File: config.mk
export PLATFORM = sky130hd
export DESIGN_NAME = coffee_brewer
export DESIGN_NICKNAME = d
export VERILOG_FILES = /design/src/rtl/coffee_brewer.sv
export SDC_FILE = /design/constraint.sdc
export NUM_CORES = 1
export LEC_CHECK = 0
export BUFFER_PORTS_ARGS = -buffer_cell sky130_fd_sc_hd__buf_2
export CAP_MARGIN = 20
export CORE_UTILIZATION = 30
export DETAILED_ROUTE_END_ITERATION = 7
export SLEW_MARGIN = 40
export SYNTH_ARGS = -nofsm -noshare
export SYNTH_HDL_FRONTEND = slang
export SYNTH_SLANG_ARGS = --single-unit
File: constraint.sdc
create_clock -name clk -period 3.8 [get_ports clk]
set_clock_uncertainty 0.1 [all_clocks]
set_input_delay 0.19 -clock clk [delete_from_list [all_inputs] [get_ports clk]]
set_output_delay 0.19 -clock clk [all_outputs]
set_load 0.01 [all_outputs]
File: src/rtl/coffee_brewer.sv
// coffee_brewer
// Brewing-unit responder for the vending controller's make loop. One beverage
// is brewed per assertion of making (cup drop, heat, pour water, optional milk),
// then done is returned. Cup removal is reported as take_out. Both phases use
// a four-phase handshake, so a cup can never be lost or counted twice.
//
// Ports
//   clk          in   rising-edge clock
//   rst_n        in   asynchronous active-low reset
//   making       in   request level from controller, held until done seen
//   coffee       in   controller waiting for removal, held until take_out
//   kind[1:0]    in   2'b01 Americano, 2'b10 Latte, others invalid
//   temp_ok      in   boiler at temperature
//   cup_present  in   cup sensor at dispense slot (synchronous)
//   fault_clr    in   clears the sticky fault flag
//   done         out  brew finished or aborted, held until making low
//   take_out     out  cup removed, held until coffee low
//   cup_drop     out  cup dispenser actuator
//   heater       out  boiler heater enable
//   pump_water   out  water pump enable
//   pump_milk    out  milk pump enable
//   busy         out  high in every state except IDLE
//   fault        out  sticky error flag
//   brew_count   out  completed (non-aborted) beverages, wraps at 16 bits
module coffee_brewer #(
    parameter int CUP_T   = 8,
    parameter int HEAT_TO = 64,
    parameter int POUR_AM = 32,
    parameter int POUR_LA = 24,
    parameter int MILK_T  = 16,
    parameter int DEB     = 4
) (
    input  logic        clk,
    input  logic        rst_n,
    input  logic        making,
    input  logic        coffee,
    input  logic [1:0]  kind,
    input  logic        temp_ok,
    input  logic        cup_present,
    input  logic        fault_clr,
    output logic        done,
    output logic        take_out,
    output logic        cup_drop,
    output logic        heater,
    output logic        pump_water,
    output logic        pump_milk,
    output logic        busy,
    output logic        fault,
    output logic [15:0] brew_count
);

    localparam int MAX_A = (CUP_T > HEAT_TO) ? CUP_T : HEAT_TO;
    localparam int MAX_B = (POUR_AM > POUR_LA) ? POUR_AM : POUR_LA;
    localparam int MAX_C = (MILK_T > DEB) ? MILK_T : DEB;
    localparam int MAX_D = (MAX_A > MAX_B) ? MAX_A : MAX_B;
    localparam int MAX_P = (MAX_D > MAX_C) ? MAX_D : MAX_C;
    localparam int CW    = $clog2(MAX_P) + 1;

    typedef enum logic [3:0] {
        IDLE, CUP, HEAT, POUR, MILK, DONE, ABORT, TAKE, RDY
    } state_t;

    state_t        state, state_next;
    logic [CW-1:0] cnt, cnt_next;
    logic          latte, latte_next;
    logic          brewed, brewed_next;
    logic          fault_set;
    logic          count_inc;
    logic [CW-1:0] pour_last;

    // One shared cycle counter serves every timed state; it is zeroed on
    // each transition so every state starts counting from 0.
    assign pour_last = latte ? CW'(POUR_LA - 1) : CW'(POUR_AM - 1);

    always_ff @(posedge clk or negedge rst_n) begin
        if (!rst_n) begin
            state      <= IDLE;
            cnt        <= '0;
            latte      <= 1'b0;
            brewed     <= 1'b0;
            fault      <= 1'b0;
            brew_count <= 16'd0;
        end else begin
            state  <= state_next;
            cnt    <= cnt_next;
            latte  <= latte_next;
            brewed <= brewed_next;
            // A new fault wins over a simultaneous clear.
            fault  <= fault_set | (fault & ~fault_clr);
            if (count_inc)
                brew_count <= brew_count + 16'd1;
        end
    end

    always_comb begin
        state_next  = state;
        cnt_next    = cnt;
        latte_next  = latte;
        brewed_next = brewed;
        fault_set   = 1'b0;
        count_inc   = 1'b0;
        case (state)
            IDLE: begin
                if (making) begin
                    if (kind == 2'b01 || kind == 2'b10) begin
                        state_next = CUP;
                        cnt_next   = '0;
                        latte_next = (kind == 2'b10);
                    end else begin
                        state_next  = ABORT;
                        brewed_next = 1'b0;
                        fault_set   = 1'b1;
                    end
                end
            end
            CUP: begin
                if (cnt == CW'(CUP_T - 1)) begin
                    state_next = HEAT;
                    cnt_next   = '0;
                end else begin
                    cnt_next = cnt + CW'(1);
                end
            end
            HEAT: begin
                if (temp_ok) begin
                    state_next = POUR;
                    cnt_next   = '0;
                end else if (cnt == CW'(HEAT_TO - 1)) begin
                    state_next  = ABORT;
                    brewed_next = 1'b0;
                    fault_set   = 1'b1;
                end else begin
                    cnt_next = cnt + CW'(1);
                end
            end
            POUR: begin
                if (cnt == pour_last) begin
                    cnt_next = '0;
                    if (latte) begin
                        state_next = MILK;
                    end else begin
                        state_next  = DONE;
                        brewed_next = 1'b1;
                        count_inc   = 1'b1;
                    end
                end else begin
                    cnt_next = cnt + CW'(1);
                end
            end
            MILK: begin
                if (cnt == CW'(MILK_T - 1)) begin
                    state_next  = DONE;
                    cnt_next    = '0;
                    brewed_next = 1'b1;
                    count_inc   = 1'b1;
                end else begin
                    cnt_next = cnt + CW'(1);
                end
            end
            DONE, ABORT: begin
                if (!making) begin
                    state_next = TAKE;
                    cnt_next   = '0;
                end
            end
            TAKE: begin
                // Debounce only runs while the controller is waiting; any
                // high sensor reading restarts the low-cycle count.
                if (coffee) begin
                    if (!brewed) begin
                        state_next = RDY;
                    end else if (cup_present) begin
                        cnt_next = '0;
                    end else if (cnt == CW'(DEB - 1)) begin
                        state_next = RDY;
                        cnt_next   = '0;
                    end else begin
                        cnt_next = cnt + CW'(1);
                    end
                end else begin
                    cnt_next = '0;
                end
            end
            RDY: begin
                if (!coffee)
                    state_next = IDLE;
            end
            default: begin
                state_next = IDLE;
                cnt_next   = '0;
            end
        endcase
    end

    // Outputs decode the state register directly, so reset drops every
    // actuator asynchronously.
    always_comb begin
        done       = (state == DONE) || (state == ABORT);
        take_out   = (state == RDY);
        cup_drop   = (state == CUP);
        heater     = (state == HEAT) || (state == POUR);
        pump_water = (state == POUR);
        pump_milk  = (state == MILK);
        busy       = (state != IDLE);
    end

endmodule

==> flow_summary.yaml, run 1 <==
outcome:
  status: "complete, no violations"
place:
  placed_cells: 323
  gp_congestion: 0.854
  port_buffers: 32
  placed_cell_area_mm2: 0.00218
  place_worst_setup_slack_ns: 1.22
  hpwlAfterDp_um: 3480
setup_path:
  crit_path_end_kind: "flip-flop"
  path_max_fanout: 22
  required_ns: 3.87
  cp.arrival_ns: 2.71
  cp-start-kind: "flip-flop"
  crit_type: "reg -> reg"
  r2r_slack_ns: 1.16
clocking:
  clock_path_buffers: 2
  numCtsBuffers: 5
  ctsResizeCount: 0
  cts_setup_buffers: 0
  cts_tree: "built"
  htree_levels: 2
  clock-sinks: 30
  cts_hold_buf: 1
  insertion_delay_ns: 0.28
  clk_pin_slew_ns: 0.07
  clockRootBuffer: "clkbuf_8"
sta:
  clock.fmax_mhz: 379
  worstMarginPinSlew_ns: 0.655
  rsz0062_at_grt: "false"
  finalCritPeriodShare: 0.695
  drv_slew: 0
  final.setup.tns_ns: 0
  timing_hold_violations_final: 0
  slew-limit-headroom: 0.559
  layout_min_cycle_time_ns: 2.64
  setup_slack_ns: 1.16
  setup_viol: 0
route:
  vias: 1797
  ant_nets: 0
  dr.pass1.iters: 4
  drt-initial-drc-count: 66
  post-route-drc-count: 0
  routed_wirelength_um: 4820
  vias_per_cell: 5.40
  routedWlPerCell_um: 14.5
synthesis:
  synth_top_area_frac: 0.383
  ys_seq_area_frac: 0.383
  synth.area.top_cells: "dfrtp_1 38%, xnor2_1 4.0%, nand3_1 3.6%, nor3_1 3.3%, inv_1 3.3%"
  synthesis.area_mm2: 0.00196
  ys_ff_latch: 30
  synth_cell_type_count: 53
  synth-edff-count: 0
  ys_warn_count: 0
  syn_inst: 223
  syn_nets: 235
  synth.avg_cell_area_um2: 8.79
  ys.flop_type: "dfrtp_1"
  ys_async_sr_fraction: 1.00
  synth_top_cell_by_area: "dfrtp_1"
power_and_ir_drop:
  peakVddDrop_uv: 352
  pwr_density_cell_mw_per_mm2: 608
  power_leakage_nw: 1.06
cells_and_area:
  layout.cells.non_filler: 333
  final_cell_area_mm2: 0.00231
  nets: 267
  drive_above_1_share: 0.211
  diodes: 0
  post-route-util: 0.367
  fill_cells: 677
  area_growth_pct: 18.1
die:
  rows: 29
  initial_core_util: 0.310
  fp.dieW_um: 82.8
  dieArea_mm2: 0.00686
  ios: 33
  fp.dieH_um: 82.8
  core_area_mm2: 0.00631
global_route:
  overflow: 0
  grt.total_usage: 0.145
  grt_max_degree: 31
  grt_pass1_vias: 1657
  antenna_found_initial: 0
  grt_pass1_wl_um: 8160
min_path:
  hp-class: "in -> reg"
run:
  cap_viol_max_count: 0
[synthesized netlist by cell type, types with 2 or more instances]
master and count:
o2bb2ai_1 2, nor3_1 13, buf_1 2, nand3_1 14
nand2_1 15, nor3b_1 2, or3_1 2, inv_1 17
or2_2 3, nor4b_1 2, buf_2 3, dfrtp_1 30
a211oi_1 2, xnor2_1 9, a21oi_1 10, ha_1 3
nor2_1 13, xor2_1 7, nand2b_1 6, o21ai_0 11
o211ai_1 3, and2_1 2, nand4_1 5, o21a_1 2
o22ai_1 3, a31oi_1 3, mux2_2 2, o2111ai_1 5
clkbuf_1 5, nor4_1 4
[placed cells by master (no fill, tap or decap), drive strengths merged, types with 2 or more instances in the layout]
cell	n
clkbuf	6
ha	3
a21oi	10
dfrtp	30
xor2	7
a211oi	2
nor3	13
xnor2	9
nand2	15
nand4	5
o21a	2
or2	3
and2	2
nor2	13
o2111ai	5
nor3b	2
buf	34
inv	17
nor4	4
o22ai	4
or3	3
o211ai	4
o21ai	11
nand3	14
a31oi	3
mux2	3
o2bb2ai	2
nand2b	6
nor4b	3
[final cells by class]
cell class	instances	area (um^2)	share of cell area
clock buffer	6	82.6	0.0357
clock inverter	2	12.5	0.00541
inverter	17	63.8	0.0276
multi-input combinational	166	1100	0.477
sequential	30	751	0.324
tap	77	96.3	0.0416
timing repair buffer	35	205	0.0886
[logic make-up (layout without fill, tap and decap cells)]
group                    Yosys count  after routing  synth area share
flip-flops                        30             30             0.383
AO/OA/AOI/OAI                     52             52             0.190
buffers and inverters             27             60            0.0536
AND/OR/NAND/NOR                   92             92             0.265
XOR/XNOR                          16             16            0.0715
multiplexers                       3              3            0.0172
adder cells (fa/ha/maj)            3              3            0.0192
[metrics by stage]
step / hold WS (ns) / power, mW
after global placement: 0.179 / 1.12
after detailed placement: 0.185 / 1.13
after CTS: 0.0916 / 1.41
after floorplan: -0.206 / 0.962
after global routing: 0.112 / 1.51
final: 0.108 / 1.41
[power by group]
group / internal (mW) / total (mW) / switching [mW]
logic: 0.268 / 0.642 / 0.374
clock network: 0.145 / 0.271 / 0.125
registers: 0.365 / 0.495 / 0.130
total: 0.778 / 1.41 / 0.629
[final timing paths]
path / end / start / depth (start not counted)
max in group asynchronous: state[0] / rst_n / 3
worst min-delay path: fault / fault_clr / 3
min in group asynchronous: brew_count[15] / rst_n / 2
worst max-delay path: state[0] / state[0] / 5
worst max register to register: state[0] / state[0] / 5
worst min register to register: brew_count[15] / brew_count[15] / 1
[state kept, by name, indices dropped and copies added, names as in the netlist]
name	count
brew_count	16
brewed	1
latte	1
cnt	7
state	4
fault	1
[critical path, stage by stage (launching register included)]
cell and delay (ns):
dfrtp_1 0.62, nor4b_2 0.62, o32ai_1 0.20, o22ai_2 0.44, or3_4 0.24, mux2_1 0.31
[routing by layer]
layer	routed length, um	track usage	vias up
met4	63	0.0423	0
met5	0	0	-
met1	2360	0.205	865
met3	227	0.0308	6
li1	-	-	882
met2	2170	0.223	44
Power figures use the tool's default switching activity.
==> run 2, diff against run 1 <==
clock period = 2.65 ns   (was 3.8 ns; I/O delays follow)
==> flow_summary.yaml, run 2 (same netlist as run 1, synthesis figures left out) <==
sta:
  slew-limit-headroom: 0.516
  layout_min_cycle_time_ns: 2.46
  rsz0062_at_grt: "false"
  final.setup.tns_ns: 0
  timing_hold_violations_final: 0
  drv_slew: 0
  worstMarginPinSlew_ns: 0.719
  finalCritPeriodShare: 0.930
  setup_slack_ns: 0.187
  setup_viol: 0
  clock.fmax_mhz: 406
  hold_slack_ns: 0.0393
route:
  dr.pass1.iters: 4
  vias: 1838
  ant_nets: 0
  routed_wirelength_um: 4820
  drt-initial-drc-count: 110
  post-route-drc-count: 0
  vias_per_cell: 5.39
  routedWlPerCell_um: 14.1
clocking:
  clock-sinks: 30
  clockRootBuffer: "clkbuf_8"
  clk_pin_slew_ns: 0.07
  clock_path_buffers: 2
  insertion_delay_ns: 0.29
  numCtsBuffers: 5
  cts_tree: "built"
  htree_levels: 2
  cts_setup_buffers: 0
cells_and_area:
  diodes: 0
  drive_above_1_share: 0.239
  final_cell_area_mm2: 0.00236
  nets: 275
  largest_register: "brew_count"
  fill_cells: 665
  layout_common_cells: "32 x buf_2, 30 x dfrtp_1, 17 x inv_1"
  area_growth_pct: 20.3
  layout.cells.non_filler: 341
  layout_commonest_cell: "buf_2"
  top_regs: "brew_count (16), cnt (7), state (4)"
  largest_register_ffs: 16
power_and_ir_drop:
  peakVddDrop_uv: 349
  pwr_density_cell_mw_per_mm2: 900
  power_leakage_nw: 1.09
setup_path:
  crit_path_end_kind: "flip-flop"
  path_cells: "ha_2, or4b_4, o311ai_2, o211ai_2, or3_4, a2111oi_2"
  critPathMaxStageDelay_ns: 0.48
  path_max_fanout: 7
  cp_slowest_cell: "or4b_4"
  crit_type: "reg -> reg"
  cp.arrival_ns: 2.55
  required_ns: 2.73
  cp-start-kind: "flip-flop"
place:
  placed_cell_area_mm2: 0.00225
  placed_cells: 332
  port_buffers: 32
  hpwlAfterDp_um: 3600
  gp_congestion: 0.867
  place_worst_setup_slack_ns: 0.139
die:
  core_area_mm2: 0.00631
  rows: 29
  initial_core_util: 0.310
  dieArea_mm2: 0.00686
  fp.dieH_um: 82.8
  fp.dieW_um: 82.8
  ios: 33
min_path:
  hp-class: "in -> reg"
run:
  cap_viol_max_count: 0
global_route:
  grt_pass1_wl_um: 8200
  overflow: 0
  grt.total_usage: 0.147
  antenna_found_initial: 0
  grt_max_degree: 31
  grt_pass1_vias: 1792
outcome:
  status: "complete, no violations"
## run 2: changes by cell type in the layout (fill, tap and decap cells not counted)
cell	delta
ha_1	-1
ha_2	+1
buf_16	-1
buf_4	+9
## run 2: routing by layer
metal,global-route usage,up-vias,part of all wire
met5,0,-,0
met2,0.235,77,0.46
li1,-,897,-
met4,0.0643,0,0.017
met1,0.186,856,0.47
met3,0.0398,8,0.055
## run 2: worst max-delay path, delay by kind of cell, from the launching register on
kind	cells	cell delay [ns]
DFF	1	0.38
and+or+nand+nor	2	0.86
AOI/OAI and AO/OA	3	0.78
adders and majority gates	1	0.24
## run 2: area by class of cell
| class | instances | area, um^2 | area share |
|---|---|---|---|
| Tap cell | 77 | 96.3 | 0.0409 |
| Inverter | 17 | 63.8 | 0.0271 |
| Multi-Input combinational cell | 166 | 1110 | 0.469 |
| Sequential cell | 30 | 751 | 0.318 |
| Timing Repair Buffer | 43 | 245 | 0.104 |
| Clock buffer | 6 | 82.6 | 0.0350 |
| Clock inverter | 2 | 12.5 | 0.00531 |
## run 2: path summary, 6_finish.rpt
kind                       cells after the start              to      startpoint  slack [ns]
setup / recovery                               6        state[2]          cnt[0]        0.19
hold / removal                                 3           fault       fault_clr        0.04
setup reg to reg                               6        state[2]          cnt[0]        0.19
hold reg to reg                                1  brew_count[15]  brew_count[15]        0.37
max in group asynchronous                      2  brew_count[13]           rst_n        1.69
min in group asynchronous                      2        state[2]           rst_n        0.32
## run 2: timing repair
| action | 4_1_cts | 5_1_grt |
|---|---|---|
| hold endpoints to repair | 30 | 0 |
| resized for setup | 0 | 1 |
| hold buffers | 1 | 0 |
| setup endpoints to repair | 0 | 1 |
## run 2: where the power goes
part	internal [mW]	total, mW	switching, mW
logic	0.467	1.09	0.624
registers	0.525	0.636	0.111
clock network	0.209	0.394	0.186
total	1.20	2.12	0.921
## run 2: per-stage QoR
stage	util	power [mW]
after floorplan	-	1.38
after global placement	0.356	1.71
after detailed placement	0.356	1.72
after CTS	0.373	2.12
after global routing	0.373	2.29
final	0.373	2.12
